## src/rtl/quad_dec.sv

```systemverilog
// quad_dec: quadrature phase decoder with synchronizer, glitch filter
// and wrapping position counter.
module quad_dec #(
  parameter int CNT_W       = 16,
  parameter int SYNC_STAGES = 2,
  parameter int FILT_LEN    = 4
) (
  input  logic             clk,
  input  logic             rst,
  input  logic             ena,
  input  logic             a_in,
  input  logic             b_in,
  input  logic             clr,
  input  logic             err_clr,
  output logic [CNT_W-1:0] pos,
  output logic             step,
  output logic             dir,
  output logic             err
);

  localparam int FW = (FILT_LEN > 1) ? $clog2(FILT_LEN) : 1;
  localparam logic [FW-1:0] FMAX = FW'(FILT_LEN - 1);

  localparam int INIT_LEN = SYNC_STAGES + FILT_LEN;
  localparam int IW = $clog2(INIT_LEN + 1);
  localparam logic [IW-1:0] IMAX = IW'(INIT_LEN - 1);

  localparam logic [0:0] S_INIT = 1'b0;
  localparam logic [0:0] S_RUN  = 1'b1;

  // Channel index 1 is phase A, index 0 is phase B, so {x[1],x[0]} = {a,b}
  logic [SYNC_STAGES-1:0] sync_a;
  logic [SYNC_STAGES-1:0] sync_b;
  logic [1:0]             s;
  logic [1:0]             f;
  logic [1:0]             p;
  logic [0:0]             state;
  logic [IW-1:0]          init_cnt;
  logic                   run;
  logic                   up;
  logic                   dn;
  logic                   bad;
  logic                   active;
  logic [CNT_W-1:0]       pos_nxt;

  assign s   = {sync_a[SYNC_STAGES-1], sync_b[SYNC_STAGES-1]};
  assign run = (state == S_RUN);

  // Metastability chains for both phase inputs
  always_ff @(posedge clk or posedge rst) begin
    if (rst) begin
      sync_a <= '0;
      sync_b <= '0;
    end else begin
      sync_a <= {sync_a[SYNC_STAGES-2:0], a_in};
      sync_b <= {sync_b[SYNC_STAGES-2:0], b_in};
    end
  end

  // Start-up window: inputs pass straight through until the pipeline is full
  always_ff @(posedge clk or posedge rst) begin
    if (rst) begin
      state    <= S_INIT;
      init_cnt <= '0;
    end else begin
      unique case (state)
        S_INIT: begin
          if (init_cnt == IMAX) begin
            state <= S_RUN;
          end else begin
            init_cnt <= init_cnt + 1'b1;
          end
        end
        default: begin
          state <= S_RUN;
        end
      endcase
    end
  end

  for (genvar c = 0; c < 2; c++) begin : g_filt
    logic [FW-1:0] fcnt;

    // A level must persist FILT_LEN cycles before the filtered bit follows it
    always_ff @(posedge clk or posedge rst) begin
      if (rst) begin
        f[c] <= 1'b0;
        fcnt <= '0;
      end else if (!run) begin
        f[c] <= s[c];
        fcnt <= '0;
      end else if (s[c] == f[c]) begin
        fcnt <= '0;
      end else if (fcnt == FMAX) begin
        f[c] <= s[c];
        fcnt <= '0;
      end else begin
        fcnt <= fcnt + 1'b1;
      end
    end
  end

  // Previous filtered state, tracked even while decoding is disabled
  always_ff @(posedge clk or posedge rst) begin
    if (rst) begin
      p <= 2'b00;
    end else if (!run) begin
      p <= s;
    end else begin
      p <= f;
    end
  end

  // Gray-code transition classification from previous to current state
  always_comb begin
    up  = 1'b0;
    dn  = 1'b0;
    bad = 1'b0;
    unique case ({p, f})
      4'b0001, 4'b0111, 4'b1110, 4'b1000: up  = 1'b1;
      4'b0010, 4'b1011, 4'b1101, 4'b0100: dn  = 1'b1;
      4'b0011, 4'b1100, 4'b0110, 4'b1001: bad = 1'b1;
      default: ;
    endcase
  end

  assign active = run && ena;

  // Next position: clear has priority over any counted step
  always_comb begin
    pos_nxt = pos;
    if (clr) begin
      pos_nxt = '0;
    end else if (active && up) begin
      pos_nxt = pos + 1'b1;
    end else if (active && dn) begin
      pos_nxt = pos - 1'b1;
    end
  end

  // Registered position, step pulse and direction
  always_ff @(posedge clk or posedge rst) begin
    if (rst) begin
      pos  <= '0;
      step <= 1'b0;
      dir  <= 1'b0;
    end else begin
      pos  <= pos_nxt;
      step <= active && (up || dn);
      if (active && (up || dn)) begin
        dir <= up;
      end
    end
  end

  // Sticky illegal-transition flag; a new error beats a clear
  always_ff @(posedge clk or posedge rst) begin
    if (rst) begin
      err <= 1'b0;
    end else if (active && bad) begin
      err <= 1'b1;
    end else if (err_clr) begin
      err <= 1'b0;
    end
  end

endmodule

```

## config.mk

```make
export PLATFORM = sky130hd
export DESIGN_NAME = quad_dec
export DESIGN_NICKNAME = d
export VERILOG_FILES = /design/src/rtl/quad_dec.sv
export SDC_FILE = /design/constraint.sdc
export NUM_CORES = 1
export LEC_CHECK = 0
export ABC_AREA = 1
export BUFFER_PORTS_ARGS = -buffer_cell sky130_fd_sc_hd__buf_2
export CORE_MARGIN = 1.5
export CORE_UTILIZATION = 40
export DETAILED_ROUTE_END_ITERATION = 6
export GPL_TIMING_DRIVEN = 0
export PLACE_DENSITY = 0.55
export REMOVE_ABC_BUFFERS = 1
export SETUP_SLACK_MARGIN = 0.4
export SYNTH_ARGS = -nofsm -noshare
export SYNTH_HDL_FRONTEND = slang
export SYNTH_SLANG_ARGS = --single-unit
```

## constraint.sdc

```tcl
create_clock -name clk -period 2.8 [get_ports clk]
set_input_delay 0.42 -clock clk [delete_from_list [all_inputs] [get_ports clk]]
set_output_delay 0.42 -clock clk [all_outputs]
set_load 0.05 [all_outputs]
```

After elaboration in Yosys (flattened, before gate mapping)
Index checks and enable logic that the tools add are counted.
{"block": "totals", "reg_bits": 35, "input_bits": 7, "out_inout_bits": 19}
{"block": "classes", "addsub": 5, "n_eq_ne": 21, "n_mux": 23, "n_bitwise": 2, "n_reduce_logical": 14}
{"cell": "16-bit two-way mux", "count": 3}
{"cell": "4-bit == test, second input constant", "count": 6}
{"cell": "16-bit by 1-bit adder with 16-bit output, second input constant", "count": 1}
{"cell": "16-bit by 1-bit subtractor with 16-bit output, second input constant", "count": 1}
{"cell": "2-bit two-way mux", "count": 7}
{"cell": "1-bit two-way mux", "count": 13}
{"cell": "4-bit by 3-bit == test with 1-bit output, second input constant", "count": 3}
{"cell": "4-bit OR reduction", "count": 3}
{"cell": "4-bit by 2-bit == test with 1-bit output, second input constant", "count": 2}
{"cell": "2-bit AND reduction", "count": 3}
{"cell": "1-bit logical AND", "count": 5}
{"cell": "2-bit by 1-bit adder with 2-bit output, second input constant", "count": 2}
{"cell": "2-bit == test, second input constant", "count": 2}
{"cell": "4-bit by 1-bit == test with 1-bit output, second input constant", "count": 1}
{"cell": "2-bit by 1-bit inequality test with 1-bit output, second input constant", "count": 2}
{"cell": "2-bit inequality test, second input constant", "count": 2}
{"cell": "3-bit by 1-bit adder with 3-bit output, second input constant", "count": 1}
{"cell": "3-bit == test, second input constant", "count": 1}
{"cell": "3-bit nonzero test", "count": 1}
{"cell": "1-bit == test", "count": 2}
{"cell": "1-bit NOT", "count": 2}
{"cell": "2-bit nonzero test", "count": 1}
{"cell": "1-bit logical OR", "count": 1}

Logic depth before layout (Yosys ltp)
Gate-level depths: netlist of the first run.
{"block": "depth", "depth_word": 7, "mapped_depth": 14, "mapped_depth_nobuf": 14}

Least setup slack after synthesis of the first run
No wires, ideal clock.
{"block": "synth_path", "kind": "flip-flop to flip-flop", "from": "register f[1]", "to": "register pos[13]", "setup_time_ps": 118, "arrival_time_ps": 1958, "required_ps": 2682, "setup_slack_ps": 724, "path_stages_with_launch": 13, "cell_sequence": "dfrtp_1 inv_2 nand2_1 nand2_2 nand3_4 ha_1 or2_2 nand3b_1 nand2_1 nand2_1 nand3_1 nand3_1 nand2_1"}
{"block": "synth_between", "elab_chain_cells": 6, "elab_cells_between_ends": 17, "classes_between": "eq/ne (8); mux (4); reduce/logical (5)"}
{"item": "from (decl)", "line": "35", "text": "logic [1:0] f;"}
{"item": "from (signal, indexed assignment)", "line": "90", "text": "f[c] <= s[c];"}
{"item": "from (signal, indexed assignment)", "line": "95", "text": "f[c] <= s[c];"}
{"item": "4-bit by 1-bit == test with 1-bit output, or another cell as far along", "line": "119", "text": "unique case ({p, f})"}
{"item": "4-bit OR reduction", "line": "119"}
{"item": "1-bit two-way mux", "line": "119"}
{"item": "1-bit logical AND", "line": "134", "text": "end else if (active && up) begin"}
{"item": "16-bit two-way mux", "line": "134"}
{"item": "16-bit two-way mux", "line": "132", "text": "if (clr) begin"}
{"item": "to (signal assigned)", "line": "148", "text": "pos <= pos_nxt;"}
{"item": "to (decl)", "line": "15", "text": "output logic [CNT_W-1:0] pos,"}
Several ways; a longest one is shown, not always the timed one.
A chain may end at the register's enable or synchronous reset.

Worst setup path after layout of the first run
Ends and elaborated chain as after synthesis.

==> key figures, run 1 <==
Outcome
  – Outcome: completed

Placement
  – Placer congestion estimate: 0.844
  – DPL Wire Length: 3340 um
  – Port Buffers: 25
  – Cells after DPL: 405

Logic synthesis
  – Netlist cell types: 27
  – Synth top area cells: dfrtp_1 38%, nand2_1 19%, ha_1 11%, inv_1 7.3%, nand3_1 3.7%
  – Mean Syn Cell Area: 7.51 um^2
  – Dominant cell type by area after synthesis: dfrtp_1
  – Share of the yosys chip area belonging to registers: 0.378
  – Post-synth top area share: 0.378
  – Mapped Area: 2320 um^2
  – Seq cells post-synth: 35
  – Post-Syn Instances: 309
  – Ys Warns: 0

CTS
  – CTS Buffer Depth: 2
  – Hold_buf cts: 0
  – Clock Latency Late Sink: 0.30 ns
  – CTS tree: done
  – Cts bufs inserted: 5
  – Clk sink count: 35
  – H-tree levels: 2
  – Reg clk slew, reported paths: 0.09 ns
  – Root buffer cell: clkbuf_8

STA
  – Fin Setup TNS: 0 ns
  – Period Utilization, post-route: 0.793
  – RSZ-0062 raised after global routing: no
  – Final Max Tran Viols: 0
  – Hold Fails Final Rpt: 0
  – Final setup violation count: 0
  – Max frequency: 451 MHz
  – Final Skew: 0.00568 ns
  – Slew HR: 0.508
  – Worst-Margin Slew: 0.736 ns
  – Tmin final: 2.22 ns
  – Final hold slack: 0.225 ns

Detailed routing
  – Iteration-0 DRC Markers: 85
  – Final wirelength: 4960 um
  – Routed Antenna Nets: 0
  – Wire per inst: 11.9 um
  – Drc violations: 0
  – DRT Pass-1 Iters: 4
  – Vias: 1923
  – Number of vias per cell: 4.61

Cells and area
  – Final cell count without fillers: 417
  – Most common cell after layout, fill and taps aside: nand2_1
  – Core Util, Final: 0.501
  – Most frequent cells in the layout: 116 x nand2_1, 44 x inv_1, 32 x dfrtp_1
  – Ant diodes: 0
  – Share of layout cells above drive strength 1: 0.217
  – Total Nets Final: 372
  – Layout area overhead: 19.7%

GRT
  – Pin count of the biggest net entering global routing: 36
  – Grt ovf: 0
  – Gr usage total: 0.176
  – Initial antenna violation count: 0
  – Vias in the first global route: 1831
  – First-pass GRT wire length: 8420 um

Floorplan
  – IO Count: 26
  – Core area: 5540 um^2
  – DIE AREA: 6270 um^2
  – Cell row count: 27
  – Initial Utilization: 0.419
  – Die width: 79.2 um
  – Die span in y: 79.2 um

Power and ir drop
  – Power density over the cells: 1300 nW/um^2
  – Total power: 3.61 mW
  – Max rail drop VDD: 580 uV
  – Pleak: 1.52 nW

Worst setup path
  – Critical Path Sink Type: flop
  – Worst path arrival time: 2.42 ns
  – Worst setup SP type: flop
  – WP data required: 3.00 ns
  – WS Path Type: reg -> reg
  – Crit-path max FO: 7

Worst hold path
  – Hold WC Path Type: in -> reg

Flow run
  – Max Cap Viol: 0
-- synthesized netlist by cell type --
cell and count:
o21ai_1 2, o2111ai_1 1, a21oi_1 9, nor3_1 4, ha_1 20, buf_4 1
fa_1 1, nor2_4 1, nand3_1 17, inv_2 4, nor2_1 12, inv_1 45
nand3b_1 2, nand2_1 119, and2_1 1, nand4_1 1, xnor2_1 8, o21ai_2 7
nand2_2 4, xor2_1 2, nand3_4 1, dfrtp_1 35, inv_4 1, o21ai_0 6
a21oi_4 1, or2_2 3, nand3b_4 1
-- area by class of cell --
| class | instances | area, um^2 |
|---|---|---|
| sequential | 35 | 880 |
| clock buffer | 5 | 68.8 |
| inverter | 50 | 190 |
| multi-input combinational | 224 | 1350 |
| timing repair buffer | 28 | 155 |
| clock inverter | 3 | 47.5 |
| fill | 568 | 2760 |
| tap | 72 | 90.1 |
-- power by group --
part           switching [mW]  internal (mW)
Clock                   0.218          0.270
Sequential              0.118          0.644
Combinational            1.53          0.831
-- metal layers --
metal	up-vias	global-route usage	routed length (um)
li1	1028	-	-
met4	0	0.0579	94
met3	7	0.0448	221
met2	35	0.273	2170
met1	853	0.240	2480
met5	-	0	0
-- critical path, cell delays in order (launching register included) --
cell,delay (ns)
dfrtp_2,0.45
inv_2,0.07
nand2_1,0.08
nand2_4,0.11
nand3_4,0.16
buf_4,0.18
ha_2,0.37
nand2_2,0.10
nor2_2,0.15
and2_1,0.13
nand2_1,0.09
nand2_1,0.08
nand2_1,0.05
nand3_1,0.06
nand2_1,0.05
-- flip-flops by register name, indices dropped and copies added, names as in the netlist --
| register | count |
|---|---|
| p | 2 |
| sync_b | 2 |
| dir | 1 |
| run | 1 |
| step | 1 |
| err | 1 |
| f | 2 |
| sync_a | 2 |
| init_cnt | 3 |
| g_filt.fcnt | 4 |
| pos | 16 |
-- metrics by stage --
stage	worst slack, ns	cell area [um^2]
after detailed placement	0.373	2530
after CTS	0.497	2650
after global routing	0.405	2780
after global placement	0.372	2530
final	0.581	2780
after floorplan	0.724	2310
-- final timing paths --
kind | startpoint | to | slack, ns | cells past startpoint
worst max register to register | f[1] | pos[13] | 0.58 | 14
worst max-delay path | f[1] | pos[13] | 0.58 | 14
max in group asynchronous | rst | f[1] | 2.04 | 2
worst min register to register | sync_a[0] | sync_a[1] | 0.36 | 0
min in group asynchronous | rst | pos[3] | 0.24 | 2
worst min-delay path | b_in | sync_b[0] | 0.22 | 1
-- cell families (layout without fill, tap and decap cells) --
kind of cell	after synthesis	after routing	share of synthesized area
and+or+nand+nor	166	167	0.309
buffers and inverters	51	86	0.0852
DFF	35	35	0.378
AOI/OAI and AO/OA	26	26	0.0739
adders and majority gates	21	21	0.117
xor gates and xnor gates	10	10	0.0378
-- what timing repair did --
action	CTS	global route
endpoints found under the setup margin	3	11
cloned	1	0
resized for setup	0	22
pin swaps	0	2
buffers inserted	0	3
Power figures use the tool's default switching activity.
==> run 2: changes to the inputs <==
--- a/config.mk
+++ b/config.mk
@@ -11,7 +11,7 @@
 export CORE_UTILIZATION = 40
 export DETAILED_ROUTE_END_ITERATION = 6
 export GPL_TIMING_DRIVEN = 0
-export PLACE_DENSITY = 0.55
+export PLACE_DENSITY = 0.57
 export REMOVE_ABC_BUFFERS = 1
 export SETUP_SLACK_MARGIN = 0.4
 export SYNTH_ARGS = -nofsm -noshare
==> constraint.sdc (replaced) <==
create_clock -name clk -period 1.9 [get_ports clk]
set_input_delay 0.285 -clock clk [delete_from_list [all_inputs] [get_ports clk]]
set_output_delay 0.285 -clock clk [all_outputs]
set_load 0.05 [all_outputs]
==> run 2 against run 1 <==
Setup slack got worse by 0.72 ns. Design area increased by 24%. Critical path type unchanged. Fmax increased by 8.6%. Clock skew increased by 0.0036 ns. Cell count increased by 6.2%. Register-to-register slack got worse by 0.72 ns. Die area unchanged. Critical path depth unchanged. Critical endpoint is now pos[15]. Flip-flop and latch count unchanged. The flow now finishes with violations (negative setup slack).
==> key figures, run 2 (same netlist as run 1, synthesis figures left out) <==
Detailed routing
  – Wire per inst: 12.4 um
  – Drc violations: 0
  – Routed Antenna Nets: 0
  – DRT Pass-1 Iters: 4
  – Number of vias per cell: 4.76
  – Vias: 2107
  – Iteration-0 DRC Markers: 83
  – Final wirelength: 5480 um

Worst setup path
  – Worst path arrival time: 2.24 ns
  – WP data required: 2.09 ns
  – RR Startpoint: f[1]
  – R2r setup slk: -0.14 ns
  – Crit Reg-Reg Endpoint: pos[15]
  – Crit-path max FO: 4
  – Critical Path Sink Type: flop
  – Launch point of the worst path: f[1]
  – Worst setup SP type: flop
  – Reg2reg path depth: 14
  – WS Path Type: reg -> reg

Cells and area
  – Share of layout cells above drive strength 1: 0.450
  – Most common cell after layout, fill and taps aside: nand2_1
  – Ant diodes: 0
  – Layout area overhead: 49.0%
  – Largest regs: pos: 16 flops, g_filt.fcnt: 4 flops, init_cnt: 3 flops
  – Most frequent cells in the layout: 85 x nand2_1, 38 x inv_1, 34 x dfrtp_1
  – Largest register FFs: 16
  – Biggest register: pos
  – Core Util, Final: 0.624
  – Total Nets Final: 398

CTS
  – CTS tree: done
  – Root buffer cell: clkbuf_8
  – CTS Buffer Depth: 2
  – H-tree levels: 2
  – Clk sink count: 35
  – Clock Latency Late Sink: 0.30 ns
  – Cts bufs inserted: 5
  – Reg clk slew, reported paths: 0.09 ns

Outcome
  – Failing checks: negative setup slack
  – Outcome: finished, violations left

Placement
  – DPL Wire Length: 3320 um
  – Port Buffers: 25
  – Placer congestion estimate: 0.836

Floorplan
  – DIE AREA: 6270 um^2
  – Initial Utilization: 0.419
  – Core area: 5540 um^2
  – Die width: 79.2 um
  – Die span in y: 79.2 um
  – IO Count: 26
  – Cell row count: 27

STA
  – Tmin final: 2.04 ns
  – Final Max Tran Viols: 0
  – Worst-Margin Slew: 0.620 ns
  – RSZ-0062 raised after global routing: yes
  – Setup WS post-layout: -0.143 ns
  – Max frequency: 489 MHz
  – Final Skew: 0.00931 ns
  – Slew HR: 0.587
  – Hold Fails Final Rpt: 0
  – Final setup violation count: 11
  – Period Utilization, post-route: 1.08

GRT
  – Pin count of the biggest net entering global routing: 24
  – First-pass GRT wire length: 9140 um
  – Vias in the first global route: 1984
  – Initial antenna violation count: 0
  – Grt ovf: 0
  – Gr usage total: 0.190

Worst hold path
  – Hold WC Path Type: in -> async

Flow run
  – Max Cap Viol: 0
[run 2: changes by cell type in the layout (fill, tap and decap cells not counted), moves of 11 or more]
cell     change
nand2_1     -31
nand2_2     +25
buf_4       +17
ha_4        +12
ha_1        -11
[run 2: repair_timing]
item,CTS,global route
cloned,2,0
setup endpoints to repair,16,16
gates resized for setup,73,33
pin swaps,32,24
hold buffers,0,0
setup buffers,23,4
[run 2: metal layers]
metal  wire (um)  up-vias  GRT usage
met3         183       11     0.0402
li1            -     1094          -
met2        2490       41      0.298
met4         123        0     0.0684
met5           0        -          0
met1        2690      961      0.258
[run 2: layout make-up]
type	count	area, um^2
Multi-Input combinational cell	224	1730
Tap cell	72	90.1
Clock inverter	3	47.5
Inverter	50	203
Fill cell	471	2080
Sequential cell	35	877
Clock buffer	5	68.8
Timing Repair Buffer	54	437
[run 2: critical path, cell delays in order (launching register included)]
cell and delay (ns):
dfrtp_2 0.44, inv_2 0.07, nand2_2 0.06, nand2_4 0.10, nand3_4 0.15, buf_6 0.18
ha_4 0.23, nand2_1 0.09, nand2_1 0.09, a21oi_2 0.14, nand2_2 0.11, nand2_2 0.09
nand3_1 0.07, nand3_1 0.08, nand2_1 0.05
[run 2: metrics by stage]
stage / setup slack (ns) / cells / instance area, um^2 / setup TNS [ns] / hold slack [ns]
final: -0.143 / 443 / 3460 / -1.14 / 0.0488
after global routing: -0.288 / 443 / 3460 / -2.63 / 0.0695
after CTS: -0.118 / 439 / 3270 / -0.939 / 0.0761
after detailed placement: -0.503 / 406 / 2550 / -5.50 / 0.337
after global placement: -0.490 / 405 / 2530 / -5.38 / 0.333
after floorplan: -0.176 / 308 / 2310 / -1.52 / 0.316
[run 2: how the worst max path moves through the flow]
stage	endpoint	slack [ns]
2_1_floorplan	pos[13]	-0.18
3_3_place_gp	pos[13]	-0.49
3_5_place_dp	pos[14]	-0.50
4_1_cts	pos[15]	-0.12
5_1_grt	pos[13]	-0.29
6_report	pos[15]	-0.14
Power of run 2 is left out: the tool's default activity adds up to more than one toggle a clock period on the data nets, which glitch-free logic cannot reach.
